[src/rtl/ovl_sem_time_stim.sv]
// Stimulus generator for ovl_time checker wrappers: start_event pulses, each followed by a
// NUM_CKS-cycle test_expr window with optional single-cycle fault, plus a golden expect_fire.
module ovl_sem_time_stim #(
  parameter int unsigned NUM_CKS     = 2,
  parameter int unsigned GAP_CKS     = 1,
  parameter int unsigned NUM_WINDOWS = 4
) (
  input  logic       clock,
  input  logic       reset,
  input  logic       enable,
  input  logic       fault_en,
  input  logic [3:0] fault_cycle,
  output logic       start_event,
  output logic       test_expr,
  output logic       in_window,
  output logic       expect_fire,
  output logic [7:0] win_count,
  output logic       done
);

  localparam logic [3:0] NumCks = 4'(NUM_CKS);
  localparam logic [3:0] GapCks = 4'(GAP_CKS);
  localparam logic [7:0] NumWin = 8'(NUM_WINDOWS);

  typedef enum logic [2:0] {
    StIdle,
    StGap,
    StStart,
    StWindow,
    StDone
  } state_e;

  state_e     state_q, state_d;
  logic [3:0] gap_q, gap_d;
  logic [3:0] k_q, k_d;
  logic [7:0] win_count_q, win_count_d;
  logic       fault_on_q, fault_on_d;
  logic [3:0] fault_cyc_q, fault_cyc_d;

  logic start_event_q, start_event_d;
  logic test_expr_q, test_expr_d;
  logic in_window_q, in_window_d;
  logic expect_fire_q, expect_fire_d;
  logic done_q, done_d;

  always_ff @(posedge clock) begin
    if (reset) begin
      state_q       <= StIdle;
      gap_q         <= '0;
      k_q           <= '0;
      win_count_q   <= '0;
      fault_on_q    <= 1'b0;
      fault_cyc_q   <= '0;
      start_event_q <= 1'b0;
      test_expr_q   <= 1'b1;
      in_window_q   <= 1'b0;
      expect_fire_q <= 1'b0;
      done_q        <= 1'b0;
    end else begin
      state_q       <= state_d;
      gap_q         <= gap_d;
      k_q           <= k_d;
      win_count_q   <= win_count_d;
      fault_on_q    <= fault_on_d;
      fault_cyc_q   <= fault_cyc_d;
      start_event_q <= start_event_d;
      test_expr_q   <= test_expr_d;
      in_window_q   <= in_window_d;
      expect_fire_q <= expect_fire_d;
      done_q        <= done_d;
    end
  end

  always_comb begin
    state_d     = state_q;
    gap_d       = gap_q;
    k_d         = k_q;
    win_count_d = win_count_q;
    fault_on_d  = fault_on_q;
    fault_cyc_d = fault_cyc_q;
    unique case (state_q)
      StIdle: begin
        if (enable) begin
          state_d = StGap;
          gap_d   = GapCks;
        end
      end
      StGap: begin
        // enable low freezes the countdown in place
        if (enable) begin
          if (gap_q <= 4'd1) begin
            state_d = StStart;
          end else begin
            gap_d = gap_q - 4'd1;
          end
        end
      end
      StStart: begin
        fault_on_d  = fault_en && (fault_cycle != 4'd0) && (fault_cycle <= NumCks);
        fault_cyc_d = fault_cycle;
        k_d         = 4'd1;
        state_d     = StWindow;
      end
      StWindow: begin
        if (k_q >= NumCks) begin
          win_count_d = (win_count_q == 8'hFF) ? 8'hFF : win_count_q + 8'd1;
          fault_on_d  = 1'b0;
          if (win_count_d == NumWin) begin
            state_d = StDone;
          end else begin
            state_d = StGap;
            gap_d   = GapCks;
          end
        end else begin
          k_d = k_q + 4'd1;
        end
      end
      StDone: begin
        state_d = StDone;
      end
      default: begin
        state_d = StIdle;
      end
    endcase
  end

  // Outputs are decoded from next state so every port comes straight off a flop.
  always_comb begin
    start_event_d = (state_d == StStart);
    in_window_d   = (state_d == StWindow);
    test_expr_d   = !(in_window_d && fault_on_d && (k_d == fault_cyc_d));
    expect_fire_d = in_window_q && !test_expr_q;
    done_d        = (state_d == StDone);
  end

  assign start_event = start_event_q;
  assign test_expr   = test_expr_q;
  assign in_window   = in_window_q;
  assign expect_fire = expect_fire_q;
  assign win_count   = win_count_q;
  assign done        = done_q;

endmodule

[config.mk]
export PLATFORM = sky130hd
export DESIGN_NAME = ovl_sem_time_stim
export DESIGN_NICKNAME = d
export VERILOG_FILES = /design/src/rtl/ovl_sem_time_stim.sv
export SDC_FILE = /design/constraint.sdc
export NUM_CORES = 1
export LEC_CHECK = 0
export CORE_ASPECT_RATIO = 1.5
export CORE_MARGIN = 4
export CORE_UTILIZATION = 54
export DETAILED_ROUTE_END_ITERATION = 10
export PLACE_DENSITY = 0.79
export REMOVE_ABC_BUFFERS = 1
export SYNTH_ARGS = -nofsm -noshare
export SYNTH_HDL_FRONTEND = slang
export SYNTH_SLANG_ARGS = --single-unit
[constraint.sdc]
create_clock -name clock -period 2.2 [get_ports clock]
set_input_delay 0.55 -clock clock [delete_from_list [all_inputs] [get_ports clock]]
set_output_delay 0.55 -clock clock [all_outputs]
set_load 0.01 [all_outputs]
# ---- After elaboration in Yosys (flattened, before gate mapping)
# Index checks and enable logic that the tools add are counted.
dict set report op_classes {
  eq_ne 15
  n_div 0
  n_lt_le_gt_ge 3
  mux 18
  n_shift 0
  n_reduce_logical 12
  multipliers 0
  addsub 3
  bitwise 0
}
# operator count
set op_table {}
lappend op_table {{$mux 4} 7}
lappend op_table {{$mux 3} 5}
lappend op_table {{$pmux 3 s5} 1}
lappend op_table {{$eq 3x2->1 const B} 4}
lappend op_table {{$pmux 4 s3} 1}
lappend op_table {{$ne 2x2->1 const B} 5}
lappend op_table {{$add 8x1->8 const B} 1}
lappend op_table {{$eq 8x3->1 const B} 1}
lappend op_table {{$eq 8x8->1 const B} 1}
lappend op_table {{$mux 8} 1}
lappend op_table {{$pmux 4 s2} 1}
lappend op_table {{$eq 3x3->1 const B} 2}
lappend op_table {{$reduce_and 6->1} 1}
lappend op_table {{$logic_and 1x1->1} 5}
lappend op_table {{$add 4x1->4 const B} 1}
lappend op_table {{$eq 4x4->1} 1}
lappend op_table {{$ge 4x2->1 const B} 1}
lappend op_table {{$le 4x1->1 const B} 1}
lappend op_table {{$le 4x2->1 const B} 1}
lappend op_table {{$reduce_bool 4->1} 1}
lappend op_table {{$sub 4x1->4 const B} 1}
lappend op_table {{$eq 3x1->1 const B} 1}
lappend op_table {{$logic_not 3->1} 1}
lappend op_table {{$reduce_bool 3->1} 1}
lappend op_table {{4 further kinds} 5}
dict set report totals {
  ramBits 0
  out_inout_bits 13
  wordCells 62
  romBits 0
  memories 0
  latch_bits 0
  input_bits 8
  register_bits 29
}

# ---- Logic depth before layout (Yosys ltp)
# Gate-level depths: netlist of run 1.
dict set report logic_depth {
  depth_word 10
  ltp_mapped 7
}

# ---- Least setup slack after synthesis of run 1
# No wires, ideal clock.
dict set report synth_timing {
  path_type {reg-to-reg}
  start {register k_q[0]}
  end {register test_expr_q, in the netlist test_expr}
  required_ns 2.068
  setup_slack_ns 0.385
  t_arrival_ns 1.682
  n_path_buf 0
  stages_incl_launch_ff 8
  cell_sequence {dfxtp_1 inv_1 ha_1 nor4_4 a21oi_2 or3b_4 a211oi_2 nand4_1}
}
dict set report synth_via {
  elab_chain_cells 7
  elab_cells_between_ends 13
}
# element line_no
set synth_lines {}
lappend synth_lines {{start: declaration} 35} ;# logic [3:0] k_q, k_d;
lappend synth_lines {{start signal: assignment} 62} ;# k_q <= k_d;
lappend synth_lines {{$ge 4x2->1} 105} ;# if (k_q >= NumCks) begin
lappend synth_lines {{$mux 3} 105}
lappend synth_lines {{$pmux 3 s5} 81} ;# unique case (state_q)
lappend synth_lines {{$eq 3x2->1} 130} ;# in_window_d = (state_d == StWindow);
lappend synth_lines {{$logic_and 1x1->1} 131} ;# test_expr_d = !(in_window_d && fault_on_d && (k_d == fault_cyc_d));
lappend synth_lines {{$logic_and 1x1->1 (*)} 131}
lappend synth_lines {{$logic_not 1->1 (*)} 131}
lappend synth_lines {{end signal: assignment} 67} ;# test_expr_q <= test_expr_d;
lappend synth_lines {{end: declaration} 41} ;# logic test_expr_q, test_expr_d;
# Mark *: on every way between the ends. The rest lies on a longest branch, timed or not.
# A chain may end at the register's enable or synchronous reset.

# ---- Worst setup path in the final report of run 1
# Ends and elaborated chain as after synthesis.

==> reports/summary.md, run 1 <==
The worst setup path is captured at a register. The most used flip-flop cell after synthesis is sky130_fd_sc_hd__dfxtp_1. The number of standard-cell rows in the floorplan came out at 23. For the pin with the worst max-slew slack, the measured transition is 0.675 ns.

The run gives 214 as the net count of the finished layout. Buffers inserted during clock tree synthesis total 5. The run gives 0 as the number of routed nets with antenna violations.

Yosys attributes the largest share of cell area to sky130_fd_sc_hd__dfxtp_1 38%, sky130_fd_sc_hd__a21oi_1 4.6%, sky130_fd_sc_hd__ha_1 4.1%. The internal power contribution was 0.899 mW. The count of cell types in the netlist was 52; the final count of pins violating max slew was 0. For this run, design rule violations remaining after detail routing come to 0.

The launch point of the worst path was k_q[0]. The fraction of the cycle the final worst path needs is 0.928. The average detailed-routed wire length per instance is 16.1 um, and the I/O pin count is 21. The number of vias per cell came out at 5.88.

The maximum resistive drop on vdd is 0.555 mV, and the number of violations reported at the end of detailed-routing iteration 0 is 41. The tools report the source of the worst register-to-register timing path as k_q[0]. The number of input and output port buffers inserted works out to 20. Fraction of registers with async set/reset: 0. For the number of global-route vias before repair, the log shows 1409. The relative slew slack was 0.548; the maximum fanout encountered on the critical timing path was 5. The worst path needs 2.04 ns of the cycle, external delays included.

Counting flops and latches in the post-synthesis netlist gives 29. The synthesized cell area was 1530 um2; the fraction of power consumed by combinational cells was 0.135. The synthesized instance count is 174, and the final instance count without filler cells is 239.

The number of hold-slack violations in the final timing report came out at 0. The flow ran to the end, and the final reports show no timing, DRC or antenna violations. In this run the horizontal extent of the chip is 51.5 um. The first global-routing pass estimated 6490 um of wire. For the post-route standard cell area excluding fillers, the log shows 1900 um2. The die is 73.3 um tall. The fraction of layout cells with a size suffix above 1 was 0.149; the area of the core was 2710 um2. The achievable frequency was 0.490 GHz; the proportion of netlist area held by the largest area contributor was 0.379.

The fraction of power spent switching nets came out at 0.261. At the later pin of the worst-skew pair, clock insertion delay measures 0.29 ns. In this run the static leakage power is 0.704 nW. Counting tap cells, the placed design contains a total of 229 instances. The routed layout has 1406 vias. The number of antenna repair diodes is 0. The tool flagged a number of max-cap violations equal to 0.

The clock-pin slew on the worst setup and hold paths is 0.06 ns, and the sequential element share of the synthesized area is 0.379. Share of power burned in registers: 0.465. For the initial antenna violation count, the log shows 0. The Yosys step of the flow raised 0 warnings. TritonCTS built the clock tree. The floorplan die area was 3770 um2. The worst min-delay path category was reg2reg. By startpoint and endpoint, the worst setup path is classified as reg2reg. For the global placer's final weighted congestion, the log shows 0.811. STA classifies the critical path startpoint as a register. The H-tree was split into 2 levels. Summed over all nets, the half-perimeter wirelength after detailed placement is 2880 um. For the worst setup path, the data arrival time is 2.20 ns. The run gives 0.567 as the initial standard-cell utilization of the core. Summed over all layers, the routed wires come to 3850 um. The worst hold path begins at test_expr. Entering global routing, the biggest net connects 23 pins. In this run the cell area measured after placement is 1780 um2. For the maximum clock insertion buffer count, the log shows 2. The total congestion overflow after global routing is 0.

The overall track demand over capacity in global routing is 0.232, and the total of endpoints with negative setup slack in the final report is 0. Setup repair after global routing left no endpoint under its margin. The detailed-routing iteration count for the pre-antenna-repair pass was 4. The largest total area in the synthesized netlist belongs to sky130_fd_sc_hd__dfxtp_1. The clock net sink count is 29. Averaged over all synthesized cells, the footprint is 8.81 um2. The tools report the clock group share of total power as 0.400. Yosys mapped a number of flops with a built-in enable equal to 0. The aggregate negative setup slack was 0 ns.

The area overhead of the layout relative to synthesis was 24.2%. The tools report the worst path required time as 2.36 ns. The cell area power density came out at 639 nW/um2. The cell sitting at the root of the clock tree is a sky130_fd_sc_hd__clkbuf_8. Summed over all nets, the switching power comes to 0.317 mW. Between clock sinks in the finished design, the worst skew comes to 0.00409 ns. Buffers inserted to repair hold after CTS numbered 0.
final timing paths:
| check | cells past startpoint | endpoint | slack (ns) |
|---|---|---|---|
| hold reg to reg | 1 | expect_fire | 0.44 |
| setup reg to reg | 8 | test_expr | 0.16 |
| setup / recovery | 8 | test_expr | 0.16 |
| hold / removal | 1 | expect_fire | 0.44 |
metrics by stage:
| step | setup WS [ns] | utilization | hold WS, ns | total power [mW] |
|---|---|---|---|---|
| final | 0.158 | 0.704 | 0.440 | 1.22 |
| after global routing | 0.0157 | 0.704 | 0.446 | 1.27 |
| after CTS | 0.0706 | 0.696 | 0.443 | 1.22 |
| after detailed placement | 0.134 | 0.658 | 0.423 | 0.736 |
| after global placement | 0.173 | 0.658 | 0.431 | 0.727 |
| after floorplan | 0.384 | - | 0.442 | 0.672 |
cells in the mapped netlist, types with 2 or more instances:
library cell / count
sky130_fd_sc_hd__dfxtp_1: 29
sky130_fd_sc_hd__nor2_1: 15
sky130_fd_sc_hd__a21oi_1: 14
sky130_fd_sc_hd__nand2_1: 14
sky130_fd_sc_hd__inv_1: 9
sky130_fd_sc_hd__nand3_1: 7
sky130_fd_sc_hd__nor3_1: 7
sky130_fd_sc_hd__a31oi_1: 6
sky130_fd_sc_hd__ha_1: 5
sky130_fd_sc_hd__a311oi_1: 4
sky130_fd_sc_hd__nor3b_1: 4
sky130_fd_sc_hd__xnor2_1: 4
sky130_fd_sc_hd__a211oi_1: 3
sky130_fd_sc_hd__and2_1: 3
sky130_fd_sc_hd__clkbuf_1: 3
sky130_fd_sc_hd__nand4_1: 3
sky130_fd_sc_hd__o21ai_0: 3
sky130_fd_sc_hd__and3_1: 2
sky130_fd_sc_hd__buf_2: 2
sky130_fd_sc_hd__nand2b_1: 2
sky130_fd_sc_hd__nand3b_1: 2
sky130_fd_sc_hd__o311a_1: 2
sky130_fd_sc_hd__xor2_1: 2
cell type report:
| cell class | count | area [um2] |
|---|---|---|
| clock buffer | 7 | 96.3 |
| clock inverter | 1 | 5.00 |
| fill | 255 | 801 |
| inverter | 9 | 33.8 |
| multi-input combinational | 130 | 896 |
| sequential | 29 | 582 |
| tap | 37 | 46.3 |
| timing repair buffer | 26 | 245 |
critical path: stages (launching register included):
cell                       delay, ns
sky130_fd_sc_hd__dfxtp_2        0.37
sky130_fd_sc_hd__inv_1          0.07
sky130_fd_sc_hd__ha_1           0.26
sky130_fd_sc_hd__nor4_4         0.33
sky130_fd_sc_hd__buf_4          0.17
sky130_fd_sc_hd__a21oi_2        0.05
sky130_fd_sc_hd__or3b_4         0.39
sky130_fd_sc_hd__a211oi_2       0.19
sky130_fd_sc_hd__nand4_1        0.10
cell families after synthesis:
| family | count (synthesis) | share of synthesized area |
|---|---|---|
| and+or+nand+nor | 73 | 0.280 |
| DFF | 29 | 0.379 |
| AOI/OAI and AO/OA | 46 | 0.225 |
| xor gates and xnor gates | 6 | 0.0343 |
| buffers and inverters | 15 | 0.0408 |
| adders and majority gates | 5 | 0.0408 |
power groups by stage:
stage	combinational, mW	clock (mW)	sequential, mW
6_report	0.164	0.487	0.566
5_1_grt	0.182	0.517	0.569
4_1_cts	0.161	0.497	0.565
3_5_place_dp	0.160	0	0.576
3_3_place_gp	0.153	0	0.574
2_1_floorplan	0.0985	0	0.574
cell usage in the layout, fill, tap and decap left out, types with 2 or more instances in the layout:
master	count
sky130_fd_sc_hd__a211oi_1	3
sky130_fd_sc_hd__clkbuf_8	7
sky130_fd_sc_hd__clkdlybuf4s50_1	20
sky130_fd_sc_hd__and3_1	2
sky130_fd_sc_hd__o311a_1	2
sky130_fd_sc_hd__xnor2_1	4
sky130_fd_sc_hd__nor3_1	7
sky130_fd_sc_hd__nand3_1	7
sky130_fd_sc_hd__nand3b_1	2
sky130_fd_sc_hd__nand4_1	3
sky130_fd_sc_hd__xor2_1	2
sky130_fd_sc_hd__nand2b_1	2
sky130_fd_sc_hd__and2_1	3
sky130_fd_sc_hd__a31oi_1	6
sky130_fd_sc_hd__nand2_1	14
sky130_fd_sc_hd__nor2_1	15
sky130_fd_sc_hd__dfxtp_1	28
sky130_fd_sc_hd__o21ai_0	3
sky130_fd_sc_hd__a21oi_1	14
sky130_fd_sc_hd__ha_1	5
sky130_fd_sc_hd__inv_1	9
sky130_fd_sc_hd__a311oi_2	2
sky130_fd_sc_hd__buf_4	6
sky130_fd_sc_hd__nor3b_1	4
sky130_fd_sc_hd__a311oi_1	3
per-layer routing:
layer	share of wire	GRT usage	vias to the layer above
met5	0	0	-
met4	0.033	0.120	0
met3	0.032	0.0649	9
met2	0.54	0.426	25
met1	0.39	0.231	678
li1	-	-	694
repair_timing:
item | in CTS | in global routing
gates resized for setup | 0 | 2
buffers inserted | 0 | 2
setup endpoints to repair | 0 | 2
state kept, by name, indices dropped and copies added (netlist names), 3 cells and up:
name	flops
gap_q	4
k_q	4
state_q	3
win_count	8
fault_cyc_q	4
(Power assumes the default switching activity.)
==> run 2: changes to the inputs <==
--- a/config.mk
+++ b/config.mk
@@ -7,9 +7,9 @@
 export LEC_CHECK = 0
 export CORE_ASPECT_RATIO = 1.5
 export CORE_MARGIN = 4
-export CORE_UTILIZATION = 54
+export CORE_UTILIZATION = 58
 export DETAILED_ROUTE_END_ITERATION = 10
-export PLACE_DENSITY = 0.79
+export PLACE_DENSITY = 0.84
 export REMOVE_ABC_BUFFERS = 1
 export SYNTH_ARGS = -nofsm -noshare
 export SYNTH_HDL_FRONTEND = slang
==> constraint.sdc (replaced) <==
create_clock -name clock -period 2.35 [get_ports clock]
set_input_delay 0.5875 -clock clock [delete_from_list [all_inputs] [get_ports clock]]
set_output_delay 0.5875 -clock clock [all_outputs]
set_load 0.01 [all_outputs]
==> run 2 against run 1 <==
Combinational power down 9%; die area down 6.0%; via count up 0.50%; flip-flop and latch count unchanged; design area down 4.1%; first-iteration DRC count down 4.9%.
==> reports/summary.md, run 2 (synthesized netlist as in run 1, its figures left out) <==
The run finished with clean final reports. The fraction of the cycle the final worst path needs is 0.879. At the worst endpoint, the required time is 2.56 ns. The repair_antennas step left the layout with diodes totalling 0. Number of flip-flops in the largest register: 8. The worst min-delay path category was reg2reg.

After global routing the overflow that remains totals 0. Once detail routing completed, the nets flagged for antenna violations numbered 0. The largest net degree at the start of global routing was 19; the time the final worst path needs with I/O delays and setup was 2.07 ns. Initial standard-cell utilization of the core: 0.619. After floorplanning, the core was divided into 22 placement rows. The setup check on the worst reg-to-reg path leaves a slack of 0.28 ns. Measured in cells, the most critical reg-to-reg path has a length of 6.

The run gives 0.229 as the overall track demand over capacity in global routing. The run gives 0.858 as the global placer's final weighted congestion. The source-to-sink clock delay at the later pin of the worst-skew pair was 0.33 ns.

For this run, the top clock speed supported by timing is 0.484 GHz. The area of the core is 2480 um2, and the number of maximum-capacitance constraint violations is 0. The run gives 0 as the post-CTS setup-driven buffer insertion count. The library cell used most frequently in the layout, excluding fill and tap cells, is sky130_fd_sc_hd__dfxtp_1. In this run the most critical hold path is launched from test_expr. The average detailed-routed wire length per instance was 15.8 um.

The kind of end point of the critical path is a register. Across all layers, the routed design uses 1413 vias. For the number of hold-slack violations in the final timing report, the log shows 0.

STA classifies the critical path startpoint as a register. On the final layout, the worst clock skew is 0.00433 ns. The logs give 0.511 for the relative slew slack and 0 for the initial antenna violation count. Input and output buffers added on the ports amount to 20. The clock-pin slew on the worst setup and hold paths was 0.09 ns; the hold path depth was 1. The aggregate negative setup slack is 0 ns. The aggregate routed wire length is 3530 um, and the final hold slack is 0.440 ns. The sum of net half-perimeters after detailed placement came out at 2660 um. TritonCTS built the clock tree. The final layout contains 211 nets. Setup violations remaining at the end of the flow were counted as 0. The capture endpoint of the worst hold path was expect_fire. Clock tree synthesis inserted a total of 5 buffers. The tools report the number of H-tree branching levels as 2. The maximum clock insertion buffer count was 2; the number of violations reported at the end of detailed-routing iteration 0 was 39. The run gives 6360 um as the first-pass GRT wire length. Maximum fanout encountered on the critical timing path: 5.

The run gives 29 as the clock net sink count. The number of global-route vias before repair was 1403; the floorplan die area was 3550 um2. The worst-case IR drop observed on VDD is 0.397 mV. In the layout the commonest cells are 29 x sky130_fd_sc_hd__dfxtp_1, 20 x sky130_fd_sc_hd__clkdlybuf4s50_1, 15 x sky130_fd_sc_hd__nor2_1, 14 x sky130_fd_sc_hd__nand2_1, 14 x sky130_fd_sc_hd__a21oi_1. After layout, the worst setup slack is 0.283 ns. The total of hold buffers inserted after clock tree synthesis is 0, and the fraction of layout cells with a size suffix above 1 is 0.126. For the pin with the worst max-slew slack, the measured transition is 0.728 ns. The floorplan step set the die width to 50.0 um.

The first detailed-routing pass ran for 4 iterations. In this run the count of I/O pins placed on the die edge is 21. Setup repair after global routing left no endpoint under its margin. The cell area power density is 563 nW/um2. The analysis attributes to cell leakage a power of 0.677 nW.

The type of the setup path with the least slack is reg2reg. The source of the worst register-to-register timing path is k_q[1]. The number of remaining DRC errors came out at 0.

The die is 71.0 um tall. The signal arrival time at the worst endpoint came out at 2.28 ns. The run gives 0 as the final count of pins violating max slew.

The placement-stage worst setup slack was 0.328 ns; the number of vias per cell was 6.34. Relative to the synthesized area, the layout overhead comes to 19.2%. The endpoint identified for the worst register-to-register timing path is win_count[3]. After clock tree synthesis, the repair step resized 0 gates. The root buffer selected by CTS is sky130_fd_sc_hd__clkbuf_4.
## run 2: report_power, final
part           internal, mW  switching (mW)
Sequential            0.507          0.0207
Clock                 0.173           0.177
Combinational        0.0681          0.0819
## run 2: layer usage
| metal | vias up | GRT usage | routed length (um) |
|---|---|---|---|
| met5 | - | 0 | 0 |
| met4 | 0 | 0.0892 | 73 |
| met3 | 7 | 0.0611 | 191 |
| met2 | 39 | 0.420 | 1890 |
| met1 | 672 | 0.243 | 1370 |
| li1 | 695 | - | - |
## run 2: area by class of cell
class                      instances  area [um2]
clock buffer                       7        65.1
clock inverter                     1        5.00
fill                             191         651
inverter                           9        33.8
multi-input combinational        130         890
sequential                        29         581
tap                               24        30.0
timing repair buffer              23         223
## run 2: worst max-delay path by stage
stage / start / to / cells past startpoint
after floorplan: k_q[0] / test_expr / 7
after CTS: k_q[1] / win_count[3] / 6
after global routing: k_q[1] / win_count[3] / 6
after global placement: enable / test_expr / 6
final: k_q[1] / win_count[3] / 6
after detailed placement: enable / test_expr / 6
## run 2: per-stage QoR
stage	power [mW]	instances	util	instance area, um2
6_report	1.03	223	0.737	1830
5_1_grt	1.08	223	0.737	1830
4_1_cts	1.03	223	0.737	1830
3_5_place_dp	0.687	215	0.709	1760
3_3_place_gp	0.680	215	0.709	1760
2_1_floorplan	0.629	168	-	1500
## run 2: critical path: stages (launching register included)
cell and delay (ns):
sky130_fd_sc_hd__dfxtp_1 0.50, sky130_fd_sc_hd__ha_1 0.31, sky130_fd_sc_hd__o41ai_2 0.12, sky130_fd_sc_hd__a311oi_1 0.65, sky130_fd_sc_hd__nand2_1 0.12, sky130_fd_sc_hd__a21oi_1 0.18
sky130_fd_sc_hd__a211oi_1 0.07
